$ cat config.mk
export PLATFORM = sky130hd
export DESIGN_NAME = reg_dump_ctrl_flat
export DESIGN_NICKNAME = d
export VERILOG_FILES = /design/src/rtl/reg_dump_ctrl_pkg.sv /design/src/rtl/reg_dump_ctrl_if.sv /design/src/rtl/reg_dump_ctrl.sv /design/src/flat_wrapper.sv
export SDC_FILE = /design/constraint.sdc
export NUM_CORES = 1
export LEC_CHECK = 0
export BUFFER_PORTS_ARGS = -buffer_cell sky130_fd_sc_hd__buf_2
export CORE_MARGIN = 2
export CORE_UTILIZATION = 35
export DETAILED_ROUTE_END_ITERATION = 10
export SYNTH_ARGS = -nofsm -noshare
export SYNTH_HDL_FRONTEND = slang
export SYNTH_SLANG_ARGS = --single-unit
$ cat constraint.sdc
create_clock -name clk -period 1.69 [get_ports clk]
set_clock_uncertainty 0.1 [all_clocks]
set_input_delay 0.169 -clock clk [delete_from_list [all_inputs] [get_ports clk]]
set_output_delay 0.169 -clock clk [all_outputs]
set_load 0.03 [all_outputs]
$ cat src/rtl/reg_dump_ctrl_pkg.sv
// reg_dump_pkg: sequencer state type and default register-bank geometry.
package reg_dump_pkg;
    localparam int NUM_REGS = 32;
    localparam int ADDR_W = $clog2(NUM_REGS);
    localparam int DATA_W = 32;
    typedef enum logic [1:0] {IDLE, REQ, SEND, DONE} dump_state_t;
endpackage

$ cat src/rtl/reg_dump_ctrl_if.sv
// reg_dump_ctrl_if: control, pre-fetch port and output stream of the register dump sequencer.
interface reg_dump_ctrl_if #(
    parameter int ADDR_W = reg_dump_pkg::ADDR_W,
    parameter int DATA_W = reg_dump_pkg::DATA_W
);
    logic              start;
    logic [ADDR_W-1:0] lo_addr;
    logic [ADDR_W-1:0] hi_addr;
    logic              pf_en;
    logic [31:0]       pf_addr;
    logic [DATA_W-1:0] pf_data;
    logic              out_valid;
    logic              out_ready;
    logic [ADDR_W-1:0] out_addr;
    logic [DATA_W-1:0] out_data;
    logic              out_last;
    logic              busy;
    logic              done;
    logic              err;

    modport master (
        input  start, lo_addr, hi_addr, pf_data, out_ready,
        output pf_en, pf_addr, out_valid, out_addr, out_data, out_last, busy, done, err
    );

    modport slave (
        output start, lo_addr, hi_addr, pf_data, out_ready,
        input  pf_en, pf_addr, out_valid, out_addr, out_data, out_last, busy, done, err
    );
endinterface

$ cat src/rtl/reg_dump_ctrl.sv
// reg_dump_ctrl: walks a register range through the pre-fetch port and streams {addr, data} pairs.
module reg_dump_ctrl #(
    parameter int NUM_REGS = reg_dump_pkg::NUM_REGS,
    parameter int ADDR_W   = $clog2(NUM_REGS),
    parameter int DATA_W   = reg_dump_pkg::DATA_W,
    parameter bit ZERO_R0  = 1'b1
) (
    input logic             clk,
    input logic             rst,
    reg_dump_ctrl_if.master bus
);
    import reg_dump_pkg::*;

    dump_state_t       state, nxt;
    logic [ADDR_W-1:0] cur, hi;
    logic              accept, reject;

    assign accept = state == IDLE && bus.start && bus.lo_addr <= bus.hi_addr;
    assign reject = state == IDLE && bus.start && bus.lo_addr > bus.hi_addr;

    // pf_* decode purely from registers so the bank sees no input-to-output path
    assign bus.pf_en     = state == REQ;
    assign bus.pf_addr   = bus.pf_en ? 32'(cur) : 32'd0;
    assign bus.out_valid = state == SEND;
    assign bus.busy      = state != IDLE;
    assign bus.done      = state == DONE;

    always_comb begin
        nxt = state;
        nxt = state == IDLE ? (accept ? REQ : IDLE) :
              state == REQ  ? SEND :
              state == SEND ? (bus.out_ready ? (bus.out_last ? DONE : REQ) : SEND) :
                              IDLE;
    end

    // termination rides on out_last, so cur stops at hi and never wraps
    always_ff @(posedge clk) begin
        if (rst) begin
            state        <= IDLE;
            cur          <= '0;
            hi           <= '0;
            bus.out_addr <= '0;
            bus.out_data <= '0;
            bus.out_last <= 1'b0;
            bus.err      <= 1'b0;
        end else begin
            state   <= nxt;
            bus.err <= reject;
            if (accept) begin
                cur <= bus.lo_addr;
                hi  <= bus.hi_addr;
            end
            if (bus.pf_en) begin
                bus.out_data <= (ZERO_R0 && cur == '0) ? '0 : bus.pf_data;
                bus.out_addr <= cur;
                bus.out_last <= cur == hi;
            end
            if (state == SEND && bus.out_ready && !bus.out_last)
                cur <= cur + 1'b1;
        end
    end
endmodule
$ cat src/flat_wrapper.sv
// flat-port wrapper written by rule: the top's interface ports become plain ports
module reg_dump_ctrl_flat import reg_dump_pkg::*;
#(
    parameter int NUM_REGS = reg_dump_pkg::NUM_REGS,
    parameter int ADDR_W   = $clog2(NUM_REGS),
    parameter int DATA_W   = reg_dump_pkg::DATA_W,
    parameter bit ZERO_R0  = 1'b1
)
  (clk, rst, bus_start, bus_lo_addr, bus_hi_addr, bus_pf_data, bus_out_ready, bus_pf_en, bus_pf_addr, bus_out_valid, bus_out_addr, bus_out_data, bus_out_last, bus_busy, bus_done, bus_err);
  reg_dump_ctrl_if #(.ADDR_W(ADDR_W), .DATA_W(DATA_W)) bus_i ();
  input logic clk;
  input logic rst;
  input wire logic [$bits(bus_i.start)-1:0] bus_start;
  input wire logic [$bits(bus_i.lo_addr)-1:0] bus_lo_addr;
  input wire logic [$bits(bus_i.hi_addr)-1:0] bus_hi_addr;
  input wire logic [$bits(bus_i.pf_data)-1:0] bus_pf_data;
  input wire logic [$bits(bus_i.out_ready)-1:0] bus_out_ready;
  output wire logic [$bits(bus_i.pf_en)-1:0] bus_pf_en;
  output wire logic [$bits(bus_i.pf_addr)-1:0] bus_pf_addr;
  output wire logic [$bits(bus_i.out_valid)-1:0] bus_out_valid;
  output wire logic [$bits(bus_i.out_addr)-1:0] bus_out_addr;
  output wire logic [$bits(bus_i.out_data)-1:0] bus_out_data;
  output wire logic [$bits(bus_i.out_last)-1:0] bus_out_last;
  output wire logic [$bits(bus_i.busy)-1:0] bus_busy;
  output wire logic [$bits(bus_i.done)-1:0] bus_done;
  output wire logic [$bits(bus_i.err)-1:0] bus_err;
  assign bus_i.start = bus_start;
  assign bus_i.lo_addr = bus_lo_addr;
  assign bus_i.hi_addr = bus_hi_addr;
  assign bus_i.pf_data = bus_pf_data;
  assign bus_i.out_ready = bus_out_ready;
  assign bus_pf_en = bus_i.pf_en;
  assign bus_pf_addr = bus_i.pf_addr;
  assign bus_out_valid = bus_i.out_valid;
  assign bus_out_addr = bus_i.out_addr;
  assign bus_out_data = bus_i.out_data;
  assign bus_out_last = bus_i.out_last;
  assign bus_busy = bus_i.busy;
  assign bus_done = bus_i.done;
  assign bus_err = bus_i.err;
  reg_dump_ctrl #(.NUM_REGS(NUM_REGS), .ADDR_W(ADDR_W), .DATA_W(DATA_W), .ZERO_R0(ZERO_R0)) u_core (.clk(clk), .rst(rst), .bus(bus_i));
endmodule
After elaboration in Yosys (flattened, before gate mapping)
Index checks and enable logic that the tools add are counted.

Mux-type cells: 10. Shift-type cells: 0. Divide/modulo/power cells: 0. Add/subtract/negate cells: 1. Equal/unequal tests: 4. Order comparisons: 2. Multipliers: 0. Bitwise gates (word level): 0. Reductions and logical operators: 10.

Operator list (number): $mux W32 (1); $mux W5 (3); $mux W2 (5); $add A5 B1 Y5 const B (1); $eq A5 B5 Y1 (1); $gt A5 B5 Y1 (1); $le A5 B5 Y1 (1); $logic_and A1 B1 Y1 (5); $logic_not A5 Y1 (1); $eq A2 B2 Y1 const B (2); $reduce_bool A2 Y1 (2); $eq A2 B1 Y1 const B (1); $logic_not A2 Y1 (1); $logic_not A1 Y1 (1); $mux W1 (1).

Input bits: 46. Bits in latches: 0. Register bits: 51. Bits in writable memories: 0. Word-level logic and storage cells: 34. ROM bits: 0. Memories: 0. Output and inout port bits: 75.

Logic depth before layout (Yosys ltp)
Gate-level depths: netlist (run 1).

Word-level depth: 5. Mapped depth: 8. Gate-level depth less buffers: 7.

Worst setup path after synthesis (run 1)
No wires, ideal clock.

Path kind: input-to-reg. Start: input port bus_hi_addr[2]. End: register u_core.cur[1]. Cell stages on the path: 7. Library setup time: 134 ps. Arrival time: 1335 ps. Path slack: 121 ps. Buffers on the path: 0. Required time: 1456 ps. Cells stage by stage: inv_1 > ha_1 > o211ai_1 > a21oi_4 > o22ai_4 > mux2i_1 > a211oi_2.

Longest elaborated chain between the ends: 3.

Ends and longest elaborated chain: from (decl) (line flat_wrapper.sv:15) `input wire logic [$bits(bus_i.hi_addr)-1:0] bus_hi_addr;`; $le A5 B5 Y1 (line reg_dump_ctrl.sv:18) `assign accept = state == IDLE && bus.start && bus.lo_addr <= bus.hi_addr;`; $logic_and A1 B1 Y1 (line reg_dump_ctrl.sv:18); $reduce_bool A2 Y1 (no source line); to (signal assigned) (line reg_dump_ctrl.sv:50) `cur <= bus.lo_addr;`; to (signal assigned) (line reg_dump_ctrl.sv:59) `cur <= cur + 1'b1;`; to (decl) (line reg_dump_ctrl.sv:15) `logic [ADDR_W-1:0] cur, hi;`.

Every way passes these cells. A chain may end at the register's enable or synchronous reset.

Worst setup path after layout (run 1)
Start: register u_core.state[1]. End: output port bus_pf_addr[2].

Longest elaborated chain between the ends: 2.

Ends and longest elaborated chain: from (decl) (line reg_dump_ctrl.sv:14) `dump_state_t state, nxt;`; from (signal assigned) (line reg_dump_ctrl.sv:47) `state <= nxt;`; $eq A2 B1 Y1 (line reg_dump_ctrl.sv:22) `assign bus.pf_en = state == REQ;`; $mux W5 (line reg_dump_ctrl.sv:23) `assign bus.pf_addr = bus.pf_en ? 32'(cur) : 32'd0;`; to (decl) (line flat_wrapper.sv:19) `output wire logic [$bits(bus_i.pf_addr)-1:0] bus_pf_addr;`.

Every way passes these cells.

==> flow_summary.toml, run 1 <==
[outcome]
outcome = "complete, no violations"

[global_routing]
grtUsageTotal_pct = 16.5
antenna_found_initial = 0
grt-ovfl-total = 0
grt_max_degree = 52
grt_pass1_wl_um = 9810
grt_pass1_vias = 2122

[setup_path]
start_kind = "flip-flop"
crit_arrival_ns = 1.30
cp-end-kind = "primary output"
cp_max_fo = 7
critPathRequiredTime_ns = 1.42
crit_type = "reg -> out"
reg2reg_depth = 8

[route]
vias = 2197
ant_nets = 0
wl_per_cell_um = 12.5
drc_errors = 0
wirelength_um = 5910
drt-initial-drc-count = 60
viasPerCell = 4.64
drt_pass1_iterations = 4

[logic_synthesis]
ys_ff_latch = 51
yosysMostFrequentCell = "dfxtp_1"
syn_area_per_cell_um2 = 8.71
synth_edf_count = 0
synth_area_um2 = 2330
ys_async_sr_fraction_pct = 0
synth-main-ff-cell = "dfxtp_1"
ys_seq_area_share_pct = 43.8
synth_commonest_cells = "dfxtp_1 (51), nor2_1 (36), a22oi_1 (32)"
synth_top_family_by_area = "compound AO/OA/AOI/OAI gates"
yosysTopAreaCell = "dfxtp_1"
synth.top_cell.area_share_pct = 43.8
synth_mux_area_share_pct = 0.429
synth_compound_area_share_pct = 19.9
yosys.area_share.simple_pct = 16.0
synth.area.top_cells = "dfxtp_1 (44%), a22oi_1 (10%), buf_4 (9.0%), nor2_1 (5.8%), a21oi_1 (4.1%)"
synthCells = 268
synth_xor_area_share_pct = 1.88
yosysUniqueCellTypes = 41
synthAdderAreaFrac_pct = 3.75
yosys_warnings = 0

[cts]
cts_tree = "done"
cts_made_buffers = 5
cts_setup_buffers = 0
cts_max_level = 2
cts_root_buf = "clkbuf_8"
clock_latency_ns = 0.30
ctsLongestPathBuffers = 2
cts.sinks = 51
clk_pin_slew_ns = 0.10

[floorplan]
io_pins = 121
dieArea_um2 = 7340
dieWidth_um = 85.7
fp.dieH_um = 85.7
start_util_pct = 36.5
num_rows = 29
coreArea_um2 = 6390

[timing]
holdWs_ns = 0.00688
min_period_ns = 1.57
period_share_pct = 92.7
fmax_mhz = 638
finalSetupViolations = 0
hold_viol_final = 0
rsz0062_at_grt = "false"
worst_slack_ns = 0.123
drv_slew = 0

[final_layout]
finalNetCount = 448
drive_gt1_share_pct = 34.6
fin_cells = 473
antennaDiodeCount = 0
postLayoutCoreUtil_pct = 50.7
fin_area_um2 = 3240
synthToLayoutAreaGrowth_pct = 38.7

[flow_run]
cap_violations = 0

[hold_path]
min_delay_path_depth = 3
hp-class = "in -> reg"

[placement]
routabilityCongestion = 0.835
io_buffers = 93
dpl.hpwl_um = 4040
placed_cell_area_um2 = 2880
placed_cells = 440
pre_cts_ws_ns = -0.0154

[power]
power.static_leakage_uw = 0.00160
ir_drop_v = 0.000492
cellPowerDensity_nw_per_um2 = 840
-- registers in the layout, summed over array words and instances (netlist names) --
name and count:
u_core.hi 5, u_core.cur 5, u_core.state 2, u_core.bus.out_addr 5, u_core.bus.out_last 1, u_core.bus.err 1
u_core.bus.out_data 32
-- worst paths after layout --
path	start	end	slack (ns)
worst max-delay path	u_core.state[1]	bus_pf_addr[2]	0.12
worst min-delay path	bus_pf_data[22]	u_core.bus.out_data[22]	0.007
worst max register to register	u_core.cur[0]	u_core.bus.out_data[19]	0.14
worst min register to register	u_core.bus.out_addr[2]	u_core.bus.out_addr[2]	0.36
-- worst max-delay path, cell delays in order, from the launching register on --
cell and delay (ns):
dfxtp_2 0.36, nand2b_4 0.18, inv_2 0.12, nand2_1 0.10
inv_1 0.06, buf_2 0.18
-- kinds of logic after synthesis --
kind of cell / after synthesis
flip-flops: 51
AND/OR/NAND/NOR: 81
adder cells (fa/ha/maj): 7
buffers and inverters: 58
XOR/XNOR: 5
multiplexers: 1
other: 1
AO/OA/AOI/OAI: 64
-- per-layer routing --
metal  vias to the layer above  routed length (um)  share of wire [%]  GRT usage [%]
met5                         -                   0                  0              0
met4                         0                  68                1.2           4.33
met3                         9                 393                6.6           3.95
met2                        86                2740                 46           27.4
met1                       996                2720                 46           21.6
li1                       1106                   -                  -              -
-- cell usage in the layout, fill, tap and decap left out, types with 3 or more instances in the layout --
cell type	count
a21oi_1	19
a22oi_1	32
buf_2	93
buf_4	17
clkbuf_8	5
conb_1	27
dfxtp_1	49
dlygate4sd3_1	25
ha_1	7
inv_1	14
nand2_1	25
nand3_1	3
nor2_1	35
xor2_1	3
-- cell type report --
cell class                      count  area [um^2]
Clock buffer                        6         72.6
Clock inverter                      2         16.3
Fill cell                         621         3150
Inverter                           15         56.3
Multi-Input combinational cell    185         1100
Sequential cell                    51         1020
Tap cell                           77         96.3
Timing Repair Buffer              137          875
-- stage by stage --
step	total power (uW)	setup TNS, ns
after floorplan	1810	0
after global placement	1970	0
after detailed placement	1980	-0.0154
after CTS	2740	0
after global routing	2880	0
final	2720	0
-- report_power, final --
part / leakage (uW) / internal, uW / switching, uW
logic: 0.00114 / 277 / 429
clock network: 0.0000418 / 298 / 412
registers: 0.000414 / 1260 / 39.3
total: 0.00160 / 1840 / 881
-- what timing repair did --
item,in CTS,in global routing
hold endpoints to repair,25,0
gates resized for setup,2,4
endpoints found under the setup margin,5,20
hold buffers,25,0
(Power assumes the default switching activity.)
==> run 2: changes to the inputs <==
CTS_BUF_LIST = sky130_fd_sc_hd__clkbuf_4 sky130_fd_sc_hd__clkbuf_8   (was not set)
clock period = 1.8 ns   (was 1.69 ns; I/O delays follow)
==> flow_summary.toml, run 2 (synthesized netlist as in run 1, its figures left out) <==
[outcome]
outcome = "complete, no violations"

[power]
cellPowerDensity_nw_per_um2 = 824
power.static_leakage_uw = 0.00150
ir_drop_v = 0.000502
power.total_uw = 2500

[cts]
cts_max_level = 2
cts.sinks = 51
cts_setup_buffers = 0
ctsLongestPathBuffers = 2
cts_root_buf = "clkbuf_8"
clk_pin_slew_ns = 0.09
clock_latency_ns = 0.30
cts_tree = "done"
cts_made_buffers = 5

[timing]
fin_setup_tns_ns = 0
fmax_mhz = 623
period_share_pct = 89.2
finalSetupViolations = 0
holdWs_ns = 0.0142
rsz0062_at_grt = "false"
min_period_ns = 1.61
drv_slew = 0
hold_viol_final = 0

[floorplan]
start_util_pct = 36.5
dieWidth_um = 85.7
num_rows = 29
coreArea_um2 = 6390
fp.dieH_um = 85.7
dieArea_um2 = 7340
io_pins = 121

[global_routing]
antenna_found_initial = 0
grt_pass1_wl_um = 8990
grt_max_degree = 33
grtUsageTotal_pct = 15.1
grt_pass1_vias = 1945
grt-ovfl-total = 0

[final_layout]
synthToLayoutAreaGrowth_pct = 29.9
largest_register_ffs = 32
regMostFlops = "u_core.bus.out_data"
num-fill-cells = 619
finalNetCount = 425
mostFrequentLayoutCells = "buf_2 (93), dfxtp_1 (51), nor2_1 (35), a22oi_1 (32), conb_1 (27)"
layout_commonest_cell = "buf_2"
antennaDiodeCount = 0
drive_gt1_share_pct = 34.0

[flow_run]
cap_violations = 0

[setup_path]
crit_chain = "nand2b_4 -> inv_4 -> nand2_1 -> inv_1 -> buf_2"
reg2reg_depth = 6
critPathRequiredTime_ns = 1.52
crit_arrival_ns = 1.33
start_kind = "flip-flop"
crit_type = "reg -> out"
cp_max_fo = 7
cp-end-kind = "primary output"
cpPeakStageDelay_ns = 0.47
cp_slowest_cell = "dfxtp_1"

[route]
wl_per_cell_um = 12.1
drt-initial-drc-count = 49
wirelength_um = 5450
vias = 2113
drt_pass1_iterations = 4
viasPerCell = 4.70
drc_errors = 0
ant_nets = 0

[hold_path]
hp-class = "in -> reg"
min_delay_path_depth = 3

[placement]
dpl.hpwl_um = 4070
io_buffers = 93
routabilityCongestion = 0.805
run 2: cell count changes in the layout (fill, tap and decap cells not counted), moves of 2 or more:
cell / delta
dfxtp_1: +2
dlygate4sd3_1: -15
buf_4: -8
dfxtp_2: -2
run 2: cell type report:
type / count / area, um^2 / area share, %
Clock buffer: 5 / 68.8 / 2.27
Inverter: 15 / 58.8 / 1.94
Sequential cell: 51 / 1020 / 33.7
Clock inverter: 3 / 22.5 / 0.743
Timing Repair Buffer: 114 / 673 / 22.2
Tap cell: 77 / 96.3 / 3.18
Multi-Input combinational cell: 185 / 1090 / 36.0
run 2: repair_timing:
item | CTS | global route
hold buffers | 10 | 0
hold endpoints to repair | 10 | 0
gates resized for setup | 0 | 3
endpoints found under the setup margin | 0 | 5
run 2: metal layers:
layer	share of wire, %	up-vias	track usage [%]
met5	0	-	0
met4	1.7	0	5.34
met3	7.2	10	3.46
met2	46	85	24.4
met1	46	957	19.9
li1	-	1061	-
run 2: metrics by stage:
step	worst slack, ns	utilization [%]	area, um^2	cells
detailed placement	0.0153	44.3	2830	432
global placement	0.0619	44.3	2830	432
global route	0.0583	47.5	3030	450
finish	0.195	47.5	3030	450
CTS	0.0105	47.3	3020	450
floorplan	0.220	-	2430	294
run 2: critical path: cells and delay by family (launching register included):
family / cells / cell delay (ns)
flip-flops: 1 / 0.47
AND/OR/NAND/NOR: 2 / 0.20
buffers and inverters: 3 / 0.35
run 2: path summary, 6_finish.rpt:
kind,from,end,slack [ns]
max,u_core.state[0],bus_pf_addr[4],0.19
min,bus_pf_data[26],u_core.bus.out_data[26],0.01
max reg2reg,u_core.state[0],u_core.cur[0],0.27
min reg2reg,u_core.bus.out_addr[0],u_core.bus.out_addr[0],0.36
run 2: power by group:
| part | leakage [uW] | internal, uW | switching, uW |
|---|---|---|---|
| Sequential | 0.000413 | 1180 | 38.8 |
| Combinational | 0.00104 | 221 | 387 |
| Clock | 0.0000485 | 279 | 387 |
==> run 3: changes to the inputs <==
ABC_AREA = 1   (was not set)
==> flow_summary.toml, run 3 <==
[outcome]
outcome = "complete, no violations"

[timing]
period_share_pct = 92.8
fmax_mhz = 598
hold_viol_final = 0
finalSetupViolations = 0
fin_setup_tns_ns = 0
rsz0062_at_grt = "false"
drv_slew = 0
min_period_ns = 1.67

[final_layout]
drive_gt1_share_pct = 32.8
finalNetCount = 460
multi_input_area_um2 = 1170
largest_register_ffs = 32
fin_area_um2 = 3020
mostFrequentLayoutCells = "buf_2 (93), nand2_1 (59), dfxtp_1 (50), a21oi_1 (41), o21ai_0 (28)"
seqCellArea_um2 = 1020
antennaDiodeCount = 0
layout_commonest_cell = "buf_2"
synthToLayoutAreaGrowth_pct = 21.0
regMostFlops = "u_core.bus.out_data"
num-fill-cells = 760

[floorplan]
num_rows = 30
start_util_pct = 36.4
coreArea_um2 = 6870
dieArea_um2 = 7830
io_pins = 121
dieWidth_um = 88.5
fp.dieH_um = 88.5

[logic_synthesis]
synth-main-ff-cell = "dfxtp_1"
yosys_warnings = 0
synth_area_um2 = 2500
synth.area.top_cells = "dfxtp_1 (41%), nand2_1 (8.9%), buf_4 (8.4%), a21oi_1 (8.2%), o21ai_0 (5.6%)"
ys_ff_latch = 51
syn_area_per_cell_um2 = 7.74
synth_edf_count = 0
ys_seq_area_share_pct = 40.9
ys_async_sr_fraction_pct = 0
synthCells = 323
yosysUniqueCellTypes = 29
yosysTopAreaCell = "dfxtp_1"
synth_commonest_cells = "nand2_1 (59), dfxtp_1 (51), a21oi_1 (41)"
yosysMostFrequentCell = "nand2_1"
synth.top_cell.area_share_pct = 40.9

[placement]
routabilityCongestion = 0.752
dpl.hpwl_um = 4060
io_buffers = 93
placed_cell_area_um2 = 2930

[setup_path]
start_kind = "flip-flop"
cp_common_cell = "inv_2"
crit_arrival_ns = 1.39
r2r_end = "u_core.bus.out_data[17]"
rrSetupSlack_ns = 0.26
cp-end-kind = "primary output"
path_depth = 5
cp_slowest_cell = "dfxtp_2"
timing.rr.start = "u_core.cur[0]"
crit_chain = "inv_2 -> nor2_4 -> inv_2 -> nor2_1 -> buf_2"
crit_type = "reg -> out"
cp_max_fo = 11
reg2reg_depth = 6
cpPeakStageDelay_ns = 0.38
critPathRequiredTime_ns = 1.52
crit_buf_inv = 3
cp_top_family = "buffers and inverters"

[cts]
cts_made_buffers = 5
clk_pin_slew_ns = 0.09
cts_tree = "done"
cts_max_level = 2
clock_latency_ns = 0.30
cts_setup_buffers = 0
cts_root_buf = "clkbuf_8"
cts.sinks = 51
ctsLongestPathBuffers = 2

[hold_path]
min_delay_path_depth = 3
min_to = "u_core.bus.out_data[15]"
hp-class = "in -> reg"
worstHoldStart = "bus_pf_data[15]"

[global_routing]
grt_pass1_wl_um = 8490
grtUsageTotal_pct = 13.6
grt-ovfl-total = 0
grt_pass1_vias = 1865
grt_max_degree = 68
antenna_found_initial = 0

[route]
drc_errors = 0
vias = 2175
viasPerCell = 4.32
wirelength_um = 5520
ant_nets = 0
drt-initial-drc-count = 97
wl_per_cell_um = 10.9
drt_pass1_iterations = 4

[power]
power.static_leakage_uw = 0.00148
cellPowerDensity_nw_per_um2 = 913
power.total_uw = 2760
ir_drop_v = 0.000442

[flow_run]
cap_violations = 0
run 3: cell types whose count changed after synthesis, sizes merged, moves of 3 or more:
cell,previous run,this run
nor2,37,19
clkbuf,9,4
a211oi,3,0
o21ai,2,43
a21oi,20,46
a22oi,32,0
inv,15,26
nand3,4,10
nand2,26,62
buf,34,42
run 3: worst max path at each step:
stage                                from             end
after global placement     bus_hi_addr[4]    u_core.hi[2]
after detailed placement   bus_hi_addr[4]    u_core.hi[4]
final                     u_core.state[0]  bus_pf_addr[4]
after floorplan            bus_hi_addr[4]   u_core.cur[3]
after CTS                 u_core.state[0]  bus_pf_addr[4]
after global routing      u_core.state[0]  bus_pf_addr[4]
run 3: kinds of logic after synthesis:
logic type,after synthesis,share of synthesized area (%)
other cells,1,0.150
flops,51,40.9
simple gates,94,17.5
fa+ha+maj,7,3.51
xor+xnor,8,2.80
buf+inv,73,16.5
compound gates,89,18.7
run 3: layer usage:
layer  vias to the layer above  global-route usage [%]  wire length [um]
met2                        74                    21.8              2490
met4                         0                    3.72                47
li1                       1156                       -                 -
met3                         5                    3.26               353
met1                       940                    18.4              2620
met5                         -                       0                 0
run 3: tightest hold or removal path, cell delays in order:
cell and delay, ns:
buf_2 0.09, nand2_1 0.05, a21oi_1 0.05
run 3: final cells by class:
type                            instances  share of cell area [%]
Clock buffer                            6                    2.52
Clock inverter                          2                   0.414
Inverter                               27                    3.39
Multi-Input combinational cell        225                    38.7
Sequential cell                        51                    33.8
Tap cell                               96                    3.97
Timing Repair Buffer                   97                    17.2
run 3: metrics by stage:
stage	hold slack [ns]	util [%]	setup slack (ns)	std cells
6_report	0.0175	44.0	0.129	504
5_1_grt	0.000356	44.0	0.0359	504
3_5_place_dp	0.333	42.7	0.118	496
2_1_floorplan	0.149	-	0.359	349
3_3_place_gp	0.329	42.7	0.169	496
4_1_cts	0.00322	44.0	0.0664	504
run 3: report_power, final:
part | switching (uW) | internal, uW
Sequential | 62.6 | 1230
Clock | 365 | 288
Combinational | 566 | 252
run 3: what timing repair did:
item / CTS / global route
hold buffers: 0 / 0
endpoints found under the hold margin: 0 / 0
gates resized for setup: 0 / 1
setup endpoints to repair: 0 / 2
